**config.mk**
```make
export PLATFORM = sky130hd
export DESIGN_NAME = axis_width_packer
export DESIGN_NICKNAME = d
export VERILOG_FILES = /design/src/rtl/axis_width_packer_pkg.sv /design/src/rtl/axis_out_reg.sv /design/src/rtl/axis_width_packer.sv
export SDC_FILE = /design/constraint.sdc
export NUM_CORES = 1
export LEC_CHECK = 0
export ABC_AREA = 1
export CAP_MARGIN = 0
export CELL_PAD_IN_SITES_DETAIL_PLACEMENT = 0
export CELL_PAD_IN_SITES_GLOBAL_PLACEMENT = 1
export CORE_MARGIN = 1.5
export CORE_UTILIZATION = 38
export DETAILED_ROUTE_END_ITERATION = 10
export PLACE_DENSITY_LB_ADDON = 0.05
export SYNTH_ARGS = -nofsm -noshare
export SYNTH_HDL_FRONTEND = slang
export SYNTH_SLANG_ARGS = --single-unit
```
**constraint.sdc**
```tcl
create_clock -name aclk -period 2.2 [get_ports aclk]
set_clock_uncertainty 0.1 [all_clocks]
set_input_delay 0.22 -clock aclk [delete_from_list [all_inputs] [get_ports aclk]]
set_output_delay 0.22 -clock aclk [all_outputs]
set_load 0.02 [all_outputs]
```
**src/rtl/axis_width_packer_pkg.sv**
```systemverilog
// Shared sizing helpers for the narrow-to-wide AXI-Stream packer.
// RATIO and lane-counter width are derived here so every file agrees on them.
package axis_packer_pkg;

  localparam int WORDS_OUT_W = 32;

  function automatic int calc_ratio(input int in_w, input int out_w);
    return out_w / in_w;
  endfunction

  function automatic int calc_lane_w(input int ratio);
    return (ratio > 1) ? $clog2(ratio) : 1;
  endfunction

  // Legal only when the output is a power-of-two multiple (>= 2) of the input.
  function automatic bit ratio_valid(input int in_w, input int out_w);
    int r;
    if (in_w <= 0 || (out_w % in_w) != 0) return 1'b0;
    r = out_w / in_w;
    return (r >= 2) && ((r & (r - 1)) == 0);
  endfunction

endpackage

```
**src/rtl/axis_out_reg.sv**
```systemverilog
// Single-entry AXIS output register: holds data while stalled, reloads on the
// same edge it drains so back-to-back words leave no bubble.
module axis_out_reg #(
  parameter int W = 128
) (
  input  logic         clk,
  input  logic         aresetn,
  input  logic         load,
  input  logic [W-1:0] load_dat,
  input  logic         m_tready,
  output logic         m_tvalid,
  output logic [W-1:0] m_tdata
);

  always_ff @(posedge clk) begin
    if (!aresetn) begin
      m_tvalid <= 1'b0;
      m_tdata  <= '0;
    end else if (load) begin
      m_tvalid <= 1'b1;
      m_tdata  <= load_dat;
    end else if (m_tvalid && m_tready) begin
      m_tvalid <= 1'b0;
    end
  end

endmodule

```
**src/rtl/axis_width_packer.sv**
```systemverilog
// Packs In_Data_Size beats (lane 0 in the LSBs) into Out_Data_Size words.
// Optional PACKER_TLAST_FLUSH_EN: s_tlast completes a partial word, zero-padded.
module axis_width_packer
  import axis_packer_pkg::*;
#(
  parameter int In_Data_Size  = 32,
  parameter int Out_Data_Size = 128
) (
  input  logic                     aclk,
  input  logic                     aresetn,
  input  logic [In_Data_Size-1:0]  s_tdata,
  input  logic                     s_tvalid,
  output logic                     s_tready,
  input  logic                     s_tlast,
  output logic [Out_Data_Size-1:0] m_tdata,
  output logic                     m_tvalid,
  input  logic                     m_tready,
  output logic [WORDS_OUT_W-1:0]   words_out
);

  localparam int RATIO  = calc_ratio(In_Data_Size, Out_Data_Size);
  localparam int LANE_W = calc_lane_w(RATIO);
  localparam logic [LANE_W-1:0] LAST_LANE = LANE_W'(RATIO - 1);

  if (!ratio_valid(In_Data_Size, Out_Data_Size)) begin : g_bad_ratio
    $error("axis_width_packer: Out_Data_Size/In_Data_Size must be a power of two >= 2");
  end

  logic                     aresetn_q;
  logic [LANE_W-1:0]        lane;
  logic [Out_Data_Size-1:0] acc;
  logic [Out_Data_Size-1:0] word;
  logic                     ends_word;
  logic                     accept;
  logic                     complete;

`ifdef PACKER_TLAST_FLUSH_EN
  assign ends_word = (lane == LAST_LANE) || s_tlast;
`else
  logic unused_tlast;
  assign unused_tlast = s_tlast;
  assign ends_word    = (lane == LAST_LANE);
`endif

  // Only a word-completing beat can stall; it waits for the output slot to free.
  assign s_tready = aresetn && aresetn_q && !(ends_word && m_tvalid && !m_tready);
  assign accept   = s_tvalid && s_tready;
  assign complete = accept && ends_word;

  // Lanes above the current one are still zero in acc, which gives the flush padding.
  always_comb begin
    word = acc;
    word[int'(lane)*In_Data_Size +: In_Data_Size] = s_tdata;
  end

  always_ff @(posedge aclk) begin
    if (!aresetn) begin
      aresetn_q <= 1'b0;
      lane      <= '0;
      acc       <= '0;
      words_out <= '0;
    end else begin
      aresetn_q <= 1'b1;
      if (complete) begin
        lane <= '0;
        acc  <= '0;
      end else if (accept) begin
        lane <= lane + LANE_W'(1);
        acc[int'(lane)*In_Data_Size +: In_Data_Size] <= s_tdata;
      end
      if (m_tvalid && m_tready) words_out <= words_out + WORDS_OUT_W'(1);
    end
  end

  axis_out_reg #(.W(Out_Data_Size)) u_out_reg (
    .clk      (aclk),
    .aresetn  (aresetn),
    .load     (complete),
    .load_dat (word),
    .m_tready (m_tready),
    .m_tvalid (m_tvalid),
    .m_tdata  (m_tdata)
  );

endmodule

```
==> results.cfg <==
[status]
status = finished clean

[place]
numPortBuffers = 197
place_congestion = 0.790
hpwl_um = 27500

[clock_network]
clock_latency_ns = 0.51
numCtsBuffers = 35
cts.sinks = 292
cts-root-buf = clkbuf_16
clkTransAtPathRegs_ns = 0.06
ctsHoldBuffers = 0
cts.repair_timing.setup_buffer_count = 0
cts_tree = yes
cts_buffer_depth = 3
h-tree-depth = 2

[floorplan]
fp.coreArea_mm2 = 0.0334
io_pins = 199
die_y_um = 187
initial_core_util = 0.384
die_area_mm2 = 0.0349
fp.dieW_um = 187
rows = 67

[logic_synthesis]
ys_seq_area_frac = 0.456
synth_fa_ha_area_frac = 0.00683
synth_top_family_by_area = simple AND/OR/NAND/NOR gates
synthDistinctLibCells = 29
netlist_area_mm2 = 0.0128
avgSynthCellArea_um2 = 6.90
yosys_warnings = 0
syn_inst = 1857
synth.ff_latch_count = 292
synthXorXnorAreaFrac = 0.00205
yosys.area_share.simple = 0.251
synth_area_leader_cell = dfxtp_1
yosys.area.top_type_share = 0.456
synth.area.top_cells = dfxtp_1, nand2_1, a21oi_1
syn_nets = 1901
synth_compound_area_frac = 0.172
synth.area.mux_share = 0

[critical_path]
critPathKind = flop to flop
r2r-end = acc[73]$_SDFFE_PP0P_
setup.worst_path.start = lane[0]$_SDFFE_PP0P_
cp-endpoint = acc[73]$_SDFFE_PP0P_
reg2regPathDepth = 9
max_stage_delay_ns = 0.40
cp_slowest_cell = dfxtp_2
required_ns = 2.53
critPathArrivalTime_ns = 2.38
rrSetupSlack_ns = 0.16
end_kind = flop
worstSetupStartpointType = flop
cpMostUsedCell = inv_1
reg2reg_from = lane[0]$_SDFFE_PP0P_
crit_chain = inv_1 > ha_1 > inv_1 > nor2_1 > nand3_1 > buf_4 > o22ai_1 > nand2_1 > a21oi_1
crit_fanout = 14

[routing]
drt_iter0_drc = 764
dr.pass1.iters = 5
via_per_inst = 5.04
wl_per_cell_um = 16.9
vias = 12504
remaining_drc_errors = 0
wl_um = 41900
ant_nets = 0

[timing]
rsz0062_at_grt = true
timing.hold.ws_ns = 0.362
tightestPinTransition_ns = 0.663
timing.final.crit_share = 0.928
setup_viol = 0
fin_tns_setup_ns = 0
slew_headroom = 0.558
period_needed_ns = 2.04
slew_viol_final = 0
fmax_ghz = 0.490
final_hold_viol_count = 0

[run]
max-cap-violations = 0

[power]
irDropWorstVdd_mv = 0.582
p_leak_nw = 5.72
p_total_mw = 11.6
p_per_area_mw_per_mm2 = 699

[layout]
final_cell_mix = nand2_1, dfxtp_1, a21oi_1
diodes = 0
nets = 2055
drive_gt1_frac = 0.0659
final_util = 0.499
layout_commonest_cell = nand2_1
area_growth_pct = 29.8

[global_routing]
antenna_found_initial = 0
grt_util_all_layers = 0.233
grt_pass1_wl_um = 65000
grt_pass1_vias = 11483
grt_max_degree = 131
grt_remaining_overflow = 0

[hold_path]
hold_class = flop to flop
## kinds of logic after synthesis
group           count (synthesis)
compound gates                416
fa+ha+maj                       7
xor+xnor                        3
flops                         292
simple gates                  793
buf+inv                       346
## worst min-delay path by stage
stage | cells after the start | end | start | slack [ns]
floorplan | 0 | aresetn_q$_DFF_P_ | aresetn | 0.15
global placement | 2 | acc[97]$_SDFFE_PP0P_ | acc[97]$_SDFFE_PP0P_ | 0.35
detailed placement | 2 | acc[50]$_SDFFE_PP0P_ | acc[50]$_SDFFE_PP0P_ | 0.36
CTS | 2 | acc[50]$_SDFFE_PP0P_ | acc[50]$_SDFFE_PP0P_ | 0.36
global route | 2 | acc[117]$_SDFFE_PP0P_ | acc[117]$_SDFFE_PP0P_ | 0.37
finish | 2 | u_out_reg.m_tdata[47]$_SDFFE_PN0P_ | u_out_reg.m_tdata[47]$_SDFFE_PN0P_ | 0.36
## critical path: cells and delay by family, from the launching register on
family                   cells  cell delay, ns
adder cells (fa/ha/maj)      1            0.32
buffers and inverters        3            0.43
AND/OR/NAND/NOR              3            0.36
flip-flops                   1            0.40
AO/OA/AOI/OAI                2            0.36
## per-stage QoR
stage / instance area (um^2) / worst slack [ns] / cells
3_3_place_gp: 15400 / 0.0297 / 2422
4_1_cts: 16600 / 0.0764 / 2482
2_1_floorplan: 12800 / 0.219 / 1857
5_1_grt: 16600 / -0.0368 / 2482
6_report: 16600 / 0.158 / 2482
3_5_place_dp: 15400 / 0.000143 / 2422
## layer usage
metal | up-vias | wire length [um] | GRT usage | part of all wire
met3 | 62 | 2080 | 0.0402 | 0.050
met4 | 0 | 1360 | 0.0881 | 0.032
li1 | 6304 | - | - | -
met1 | 5845 | 19100 | 0.315 | 0.46
met2 | 293 | 19400 | 0.372 | 0.46
met5 | - | 0 | 0 | 0
## where the power goes
part / internal (mW) / total [mW] / switching [mW]
Combinational: 0.205 / 0.648 / 0.443
Clock: 3.41 / 5.67 / 2.26
Sequential: 5.31 / 5.32 / 0.0110
## state kept, by name, indices dropped and copies added, names as in the netlist
name	flops
acc	128
aresetn_q	1
lane	2
u_out_reg.m_tdata	128
u_out_reg.m_tvalid	1
words_out	32
## synthesized netlist by cell type
cell,number
a211oi_1,1
a21oi_1,242
and2_1,1
buf_1,5
buf_2,28
buf_4,22
buf_6,2
clkbuf_1,79
dfxtp_1,292
ha_1,7
inv_1,207
inv_2,3
nand2_1,522
nand2_2,2
nand2_4,1
nand3_1,155
nand4_1,8
nor2_1,98
nor2_2,1
nor2_4,1
nor3_1,3
o21a_1,1
o21ai_0,74
o21ai_1,1
o21bai_1,1
o22ai_1,96
or2_2,1
xnor2_1,2
xor2_1,1
## area by class of cell
| type | instances | area [um^2] |
|---|---|---|
| Inverter | 210 | 796 |
| Tap cell | 448 | 561 |
| Fill cell | 3444 | 16700 |
| Clock inverter | 8 | 73.8 |
| Timing Repair Buffer | 253 | 2680 |
| Clock buffer | 52 | 1050 |
| Sequential cell | 292 | 5850 |
| Multi-Input combinational cell | 1219 | 5640 |
## repair_timing
item	4_1_cts	5_1_grt
endpoints found under the setup margin	3	24
pin swaps	0	0
resized for setup	3	12
Power figures use the tool's default switching activity.
